## config.mk

```make
export PLATFORM = sky130hd
export DESIGN_NAME = uart_receiver
export DESIGN_NICKNAME = d
export VERILOG_FILES = /design/src/rtl/uart_receiver.sv
export SDC_FILE = /design/constraint.sdc
export NUM_CORES = 1
export LEC_CHECK = 0
export ABC_AREA = 1
export CELL_PAD_IN_SITES_DETAIL_PLACEMENT = 1
export CELL_PAD_IN_SITES_GLOBAL_PLACEMENT = 1
export CORE_MARGIN = 3
export CORE_UTILIZATION = 30
export DETAILED_ROUTE_END_ITERATION = 16
export GPL_ROUTABILITY_DRIVEN = 0
export PLACE_DENSITY = 0.7
export SLEW_MARGIN = 0
export SYNTH_ARGS = -nofsm -noshare
export SYNTH_HDL_FRONTEND = slang
export SYNTH_SLANG_ARGS = --single-unit
```

## constraint.sdc

```tcl
create_clock -name clk -period 1.65 [get_ports clk]
set_input_delay 0.33 -clock clk [delete_from_list [all_inputs] [get_ports clk]]
set_output_delay 0.33 -clock clk [all_outputs]
set_load 0.1 [all_outputs]
```

## src/rtl/uart_receiver.sv

```systemverilog
// uart_receiver: 8N1 UART receive path with a valid/ready byte output.
// Optional even-parity frames (8E1) when UART_RX_PARITY_EN is defined.
//
// Parameters:
//   CLK_FREQ  clk frequency in Hz
//   BAUD      line bit rate in bit/s
// Ports:
//   clk           clock, rising edge
//   reset         synchronous, active-low reset
//   rx_i          asynchronous serial line, idle high
//   ready_i       consumer accepts data_o
//   parity_err_o  one-cycle pulse on a parity mismatch (UART_RX_PARITY_EN only)
//   data_o        received byte
//   valid_o       data_o holds an unconsumed byte
//   frame_err_o   one-cycle pulse on a bad stop bit
//   overrun_o     one-cycle pulse when a completed byte is dropped
module uart_receiver #(
  parameter int unsigned CLK_FREQ = 50000000,
  parameter int unsigned BAUD     = 115200
) (
  input  logic       clk,
  input  logic       reset,
  input  logic       rx_i,
  input  logic       ready_i,
`ifdef UART_RX_PARITY_EN
  output logic       parity_err_o,
`endif
  output logic [7:0] data_o,
  output logic       valid_o,
  output logic       frame_err_o,
  output logic       overrun_o
);

  localparam int unsigned CLKS_PER_BIT = CLK_FREQ / BAUD;
  localparam int unsigned HALF         = CLKS_PER_BIT / 2;
  localparam int unsigned CNT_W        = (CLKS_PER_BIT > 1) ? $clog2(CLKS_PER_BIT) : 1;

  localparam logic [CNT_W-1:0] CNT_HALF_M1 = CNT_W'(HALF - 1);
  localparam logic [CNT_W-1:0] CNT_LAST    = CNT_W'(CLKS_PER_BIT - 1);

  typedef enum logic [2:0] {
    IDLE,
    START,
    DATA,
    STOP
`ifdef UART_RX_PARITY_EN
    , PARITY
`endif
  } state_t;

  // Registers
  logic             r_sync1;
  logic             r_sync2;
  state_t           r_state;
  logic [CNT_W-1:0] r_cnt;
  logic [2:0]       r_bit_idx;
  logic [7:0]       r_shift;
`ifdef UART_RX_PARITY_EN
  logic             r_par;
`endif

  // Next-state / strobe wires
  logic             w_rx;
  state_t           w_state_next;
  logic [CNT_W-1:0] w_cnt_next;
  logic [2:0]       w_bit_next;
  logic [7:0]       w_shift_next;
  logic             w_done;
  logic             w_ferr;
`ifdef UART_RX_PARITY_EN
  logic             w_par_next;
  logic             w_perr;
`endif
  logic             w_hs;
  logic             w_load;
  logic             w_ovr;
  logic             w_valid_next;

  assign w_rx = r_sync2;

  // Next-state, bit timing and frame decode
  always_comb begin
    w_state_next = r_state;
    w_cnt_next   = r_cnt + CNT_W'(1);
    w_bit_next   = r_bit_idx;
    w_shift_next = r_shift;
    w_done       = 1'b0;
    w_ferr       = 1'b0;
`ifdef UART_RX_PARITY_EN
    w_par_next   = r_par;
    w_perr       = 1'b0;
`endif
    case (r_state)
      IDLE: begin
        w_cnt_next = '0;
        w_bit_next = 3'd0;
        if (!w_rx) w_state_next = START;
      end
      START: begin
        // Mid-start-bit check: a high sample here was only a glitch
        if (r_cnt == CNT_HALF_M1) begin
          w_cnt_next   = '0;
          w_state_next = w_rx ? IDLE : DATA;
        end
      end
      DATA: begin
        if (r_cnt == CNT_LAST) begin
          w_cnt_next   = '0;
          w_shift_next = {w_rx, r_shift[7:1]};
          w_bit_next   = r_bit_idx + 3'd1;
          if (r_bit_idx == 3'd7) begin
`ifdef UART_RX_PARITY_EN
            w_state_next = PARITY;
`else
            w_state_next = STOP;
`endif
          end
        end
      end
`ifdef UART_RX_PARITY_EN
      PARITY: begin
        if (r_cnt == CNT_LAST) begin
          w_cnt_next   = '0;
          w_par_next   = w_rx;
          w_state_next = STOP;
        end
      end
`endif
      STOP: begin
        if (r_cnt == CNT_LAST) begin
          w_cnt_next   = '0;
          w_state_next = IDLE;
          w_ferr       = !w_rx;
`ifdef UART_RX_PARITY_EN
          // Even parity: data bits plus parity bit must XOR to zero
          w_perr       = ^{r_shift, r_par};
          w_done       = w_rx && !(^{r_shift, r_par});
`else
          w_done       = w_rx;
`endif
        end
      end
      default: begin
        w_cnt_next   = '0;
        w_state_next = IDLE;
      end
    endcase

    // Output handshake: a completing handshake frees the slot for a new byte
    w_hs         = valid_o && ready_i;
    w_load       = w_done && (!valid_o || w_hs);
    w_ovr        = w_done && valid_o && !w_hs;
    w_valid_next = valid_o;
    if (w_load)    w_valid_next = 1'b1;
    else if (w_hs) w_valid_next = 1'b0;
  end

  // State and output registers
  always_ff @(posedge clk) begin
    if (!reset) begin
      r_sync1      <= 1'b1;
      r_sync2      <= 1'b1;
      r_state      <= IDLE;
      r_cnt        <= '0;
      r_bit_idx    <= 3'd0;
      r_shift      <= 8'h00;
      data_o       <= 8'h00;
      valid_o      <= 1'b0;
      frame_err_o  <= 1'b0;
      overrun_o    <= 1'b0;
`ifdef UART_RX_PARITY_EN
      r_par        <= 1'b0;
      parity_err_o <= 1'b0;
`endif
    end else begin
      r_sync1      <= rx_i;
      r_sync2      <= r_sync1;
      r_state      <= w_state_next;
      r_cnt        <= w_cnt_next;
      r_bit_idx    <= w_bit_next;
      r_shift      <= w_shift_next;
      if (w_load) data_o <= r_shift;
      valid_o      <= w_valid_next;
      frame_err_o  <= w_ferr;
      overrun_o    <= w_ovr;
`ifdef UART_RX_PARITY_EN
      r_par        <= w_par_next;
      parity_err_o <= w_perr;
`endif
    end
  end

endmodule

```

# --- Word-level counts from Yosys, hierarchy flattened ---
# Index checks and enable logic that the tools add are counted.
word_totals:
  ff_bits: 36
  input_bits: 4
  output_inout_bits: 11
  elab_cells: 55
op_classes:
  addsub: 2
  eq_ne: 11
  muxes: 16
  reduce_logical: 16
op_table:
  columns: ["op", "n"]
  rows:
  - ["$mux 3", 6]
  - ["$mux 9", 2]
  - ["$pmux 9 s2", 1]
  - ["$pmux 3 s4", 1]
  - ["$ne 2x2->1 const B", 5]
  - ["$add 9x1->9 const B", 1]
  - ["$eq 9x8->1 const B", 1]
  - ["$eq 9x9->1 const B", 1]
  - ["$eq 3x2->1 const B", 2]
  - ["$pmux 3 s2", 1]
  - ["$reduce_and 5->1", 1]
  - ["$logic_and 1x1->1", 4]
  - ["$mux 1", 4]
  - ["$reduce_and 2->1", 2]
  - ["$reduce_bool 2->1", 2]
  - ["$add 3x1->3 const B", 1]
  - ["$eq 3x1->1 const B", 1]
  - ["$eq 3x3->1 const B", 1]
  - ["$logic_not 1->1", 3]
  - ["$logic_not 3->1", 1]
  - ["$reduce_and 3->1", 1]
  - ["$mux 2", 1]
  - ["$reduce_or 2->1", 1]
  - ["$logic_or 1x1->1", 1]

# --- Logic depth before layout (Yosys ltp) ---
logic_depth:
  depth_word: 5
  ltp_mapped: 10
  ltp_nobuf: 10

# --- Worst setup path after synthesis ---
# OpenSTA, ideal clock, no wires.
synth_path:
  path_kind: "reg-to-reg"
  startpoint: "reg valid_o"
  endpoint: "reg data_o[0]"
  setup_ns: 0.071
  arrival_time_ns: 1.523
  t_required_ns: 1.579
  slack_ns: 0.056
  stages_incl_launch_ff: 5
  n_path_buf: 0
  synth_period_minus_slack_ns: 1.594
  cell_sequence: "dfxtp_1 nand2_1 nand4_1 nand2_1 a21oi_1"
synth_between:
  elab_chain_len: 3
  elab_cells_between_ends: 4
  classes_between: "4 x reduce/logical"
synth_rtl:
  columns: ["item", "line_no", "source"]
  rows:
  - ["start, declared", "29", "output logic valid_o,"]
  - ["start signal, assigned", "183", "valid_o <= w_valid_next;"]
  - ["$logic_not 1->1 / $logic_and 1x1->1 (equally long branches)", "151, 150", null]
  - ["$logic_or 1x1->1 *", "151", "w_load = w_done && (!valid_o || w_hs);"]
  - ["$logic_and 1x1->1 *", "151", null]
  - ["end signal, assigned", "182", "if (w_load) data_o <= r_shift;"]
  - ["end, declared", "28", "output logic [7:0] data_o,"]
# Mark *: on every way between the ends. The rest lies on a longest branch, timed or not.
# A chain may end at the register's enable or synchronous reset.

# --- Final worst setup path ---
layout_path:
  startpoint: "reg r_cnt[1]"
  endpoint: "reg r_cnt[7]"
layout_between:
  elab_chain_len: 3
  elab_cells_between_ends: 6
  classes_between: "1 x add/sub; 2 x eq/ne; 3 x mux"
layout_rtl:
  columns: ["item", "line_no", "source"]
  rows:
  - ["start, declared", "55", "logic [CNT_W-1:0] r_cnt;"]
  - ["start signal, assigned", "179", "r_cnt <= w_cnt_next;"]
  - ["$add 9x1->9, or another cell as far along", "84", "w_cnt_next = r_cnt + CNT_W'(1);"]
  - ["$mux 9, on equally long branches", "107, 130, 101", null]
  - ["$pmux 9 s2 *", "93", "case (r_state)"]
# Marked as above.

==> flow_summary.json <==
{
  "cp.depth": 9,
  "synth_area_um2": 1515,
  "ys_async_sr_fraction": 0,
  "cp_top_family": "simple AND/OR/NAND/NOR gates",
  "yosysTopAreaCell": "dfxtp_1",
  "antenna_found_initial": 0,
  "cpMostUsedCell": "nand2_1",
  "endpoint_kind": "flop",
  "synthCells": 193,
  "p_total_mw": 2.078,
  "synth_commonest_cells": "nand2_1 (37), dfxtp_1 (35), nor2_1 (33)",
  "remaining_drc_errors": 0,
  "finalWirelength_mm": 3.409,
  "avgSynthCellArea_um2": 7.851,
  "arrival_ps": 1660,
  "grt_setup_unrepaired": "no",
  "grt_use_total": 0.1240,
  "clk_pin_slew_ps": 70,
  "synth-edff-count": 0,
  "start_util": 0.3145,
  "ctsHtreeMaxLevel": 2,
  "ctsRootBufferMaster": "clkbuf_8",
  "numCtsBuffers": 5,
  "vias_per_cell": 4.504,
  "fmax_mhz": 674.3,
  "worstReg2RegStart": "r_cnt[1]",
  "drtAntennaViolNets": 0,
  "wl_per_cell_um": 12.09,
  "skew_ps": 6.813,
  "min-delay-path-class": "reg2reg",
  "cts.sinks": 35,
  "crit_fanout": 9,
  "ys_warn_count": 0,
  "synth.distinct_cells": 25,
  "layout-drive-gt1-share": 0.1721,
  "num_antenna_cells": 0,
  "r2r_slack_ps": 170,
  "nets": 223,
  "cts_tree": "done",
  "synth_fp_nets": 202,
  "hold_buffers": 0,
  "io_pins": 15,
  "max_slew_margin": 0.8290,
  "setup_viol": 0,
  "die_h_um": 77.07,
  "yosys.cell_count.top_type": "nand2_1",
  "cap_violations": 0,
  "crit_path_start": "r_cnt[1]",
  "grt_start_max_net_pins": 14,
  "power_switching_share": 0.2486,
  "switchingPower_mw": 0.5165,
  "dieArea_um2": 5940,
  "power_density_nw_per_um2": 1044,
  "peakVddDrop_uv": 381.9,
  "rows": 25,
  "r2r-end": "r_cnt[7]",
  "finalHoldViolCount": 0,
  "ys_seq_area_frac": 0.4624,
  "cts_max_path_buffers": 2,
  "syn_to_final_growth_pct": 31.38,
  "clockPowerShare": 0.441,
  "clock_latency_ps": 290,
  "critPathSlowestCell": "dfxtp_1",
  "grt_overflow_total": 0,
  "core_um2": 4817,
  "synth_top_cell_area_share": 0.4624,
  "dr.pass1.iters": 4,
  "period_needed_ps": 1483,
  "vias": 1270,
  "crit_end": "r_cnt[7]",
  "io_buffers": 14,
  "grt_pass1_wl_mm": 5.816,
  "utilization": 0.4132,
  "power_frac_comb": 0.125,
  "dp_hpwl_mm": 2.443,
  "intPower_mw": 1.561,
  "tightest_slew_ps": 254.2,
  "post-route-cell-area_um2": 1991,
  "status": "finished, final reports clean",
  "grt_pass1_vias": 1287,
  "cellLeakagePower_nw": 0.8087,
  "reg2reg_depth": 9,
  "first_iter_violations": 54,
  "ys_ff_latch": 35,
  "start_kind": "flop",
  "ys_top_cells_by_area": "dfxtp_1 (46%), nand2_1 (9.2%), nor2_1 (8.2%)",
  "cp_data_required_time_ps": 1820,
  "fin_setup_tns_ps": 0,
  "worstSetupPathType": "reg2reg",
  "max_stage_delay_ps": 330,
  "fin_crit_sh": 0.8988,
  "power_frac_seq": 0.433,
  "synthFlopType": "dfxtp_1",
  "cp_cell_sequence": "inv_1 > ha_1 > nand2_1 > nor2_1 > nand2_1 > nand2_1 > nand2_1 > nand3_2 > nor2_1",
  "die_w_um": 77.07,
  "slew_viol_final": 0,
  "worst-path-buf-inv": 1,
  "place_area_um2": 1844
}
cell families (layout without fill, tap and decap cells):
| group | count (synthesis) | count (layout) | share of synthesized area |
|---|---|---|---|
| AOI/OAI and AO/OA | 23 | 23 | 0.08093 |
| xor gates and xnor gates | 6 | 6 | 0.03469 |
| adders and majority gates | 5 | 5 | 0.04129 |
| buffers and inverters | 26 | 48 | 0.07514 |
| DFF | 35 | 35 | 0.4624 |
| and+or+nand+nor | 98 | 98 | 0.3055 |
state kept, by name, summed over array words and instances (netlist names):
register and flops:
data_o 8, overrun_o 1, r_sync2 1, valid_o 1
r_shift 8, frame_err_o 1, r_sync1 1, r_cnt 9
r_state 2, r_bit_idx 3
stage by stage:
stage	hold slack (ps)	instances	worst slack [ps]
6_report	416.2	282	167.1
3_5_place_dp	400.0	273	53.26
4_1_cts	417.4	281	62.68
3_3_place_gp	399.9	273	125.1
2_1_floorplan	392.5	193	55.89
5_1_grt	418.5	282	23.26
layout make-up:
class / count / area [um2]
Inverter: 21 / 78.83
Clock buffer: 6 / 72.57
Tap cell: 67 / 83.83
Timing Repair Buffer: 19 / 287.8
Multi-Input combinational cell: 132 / 705.7
Clock inverter: 2 / 60.06
Sequential cell: 35 / 701.9
Fill cell: 590 / 2826
layout by cell type, fill, tap and decap left out:
cell type        synthesis  routed
a21oi_1                 11      11
a21oi_2                  2       2
buf_12                   0      11
buf_4                    0       5
bufinv_16                0       2
clkbuf_1                 2       1
clkbuf_8                 0       5
clkdlybuf4s50_1          0       3
dfxtp_1                 35      34
dfxtp_2                  0       1
ha_1                     5       5
inv_1                   20      20
inv_2                    1       1
nand2_1                 37      37
nand2_2                  2       2
nand2_4                  1       1
nand3_1                  5       5
nand3_2                  2       2
nand3b_1                 8       8
nand4_1                  3       3
nor2_1                  33      33
nor2_4                   2       3
nor3_1                   1       1
nor4_1                   1       1
o21ai_0                 10      10
or2_2                    2       2
xnor2_1                  3       3
xor2_1                   3       3
layer usage:
| metal | GRT usage | vias to the layer above | part of all wire | wire length, um |
|---|---|---|---|---|
| li1 | - | 651 | - | - |
| met4 | 0.05872 | 0 | 0.021 | 71 |
| met1 | 0.1386 | 602 | 0.46 | 1554 |
| met5 | 0 | - | 0 | 0 |
| met2 | 0.2178 | 11 | 0.50 | 1706 |
| met3 | 0.03286 | 6 | 0.022 | 76 |
power by group through the flow:
stage / Sequential [mW] / Clock [mW] / Combinational [mW]
finish: 0.900 / 0.917 / 0.261
global placement: 0.918 / 0 / 0.262
CTS: 0.899 / 0.936 / 0.269
global route: 0.905 / 0.972 / 0.312
floorplan: 0.911 / 0 / 0.206
detailed placement: 0.919 / 0 / 0.264
worst min-delay path by stage:
| stage | start | to | slack [ps] | depth (start not counted) |
|---|---|---|---|---|
| CTS | r_sync1 | r_sync2 | 420 | 1 |
| global route | r_sync1 | r_sync2 | 420 | 1 |
| finish | r_sync1 | r_sync2 | 420 | 1 |
| detailed placement | r_sync1 | r_sync2 | 400 | 1 |
| floorplan | r_sync1 | r_sync2 | 390 | 1 |
| global placement | r_sync1 | r_sync2 | 400 | 1 |
repair_timing:
action                     in CTS  in global routing
setup endpoints to repair       0                 28
gates resized for setup         0                  2
buffers inserted                0                  1
worst reg2reg max path, delay by kind of cell, from the launching register on:
kind / cells / cell delay [ps]
and+or+nand+nor: 7 / 810
DFF: 1 / 330
adders and majority gates: 1 / 150
buffers and inverters: 1 / 80
No activity file was read; power rests on OpenSTA's default activity.
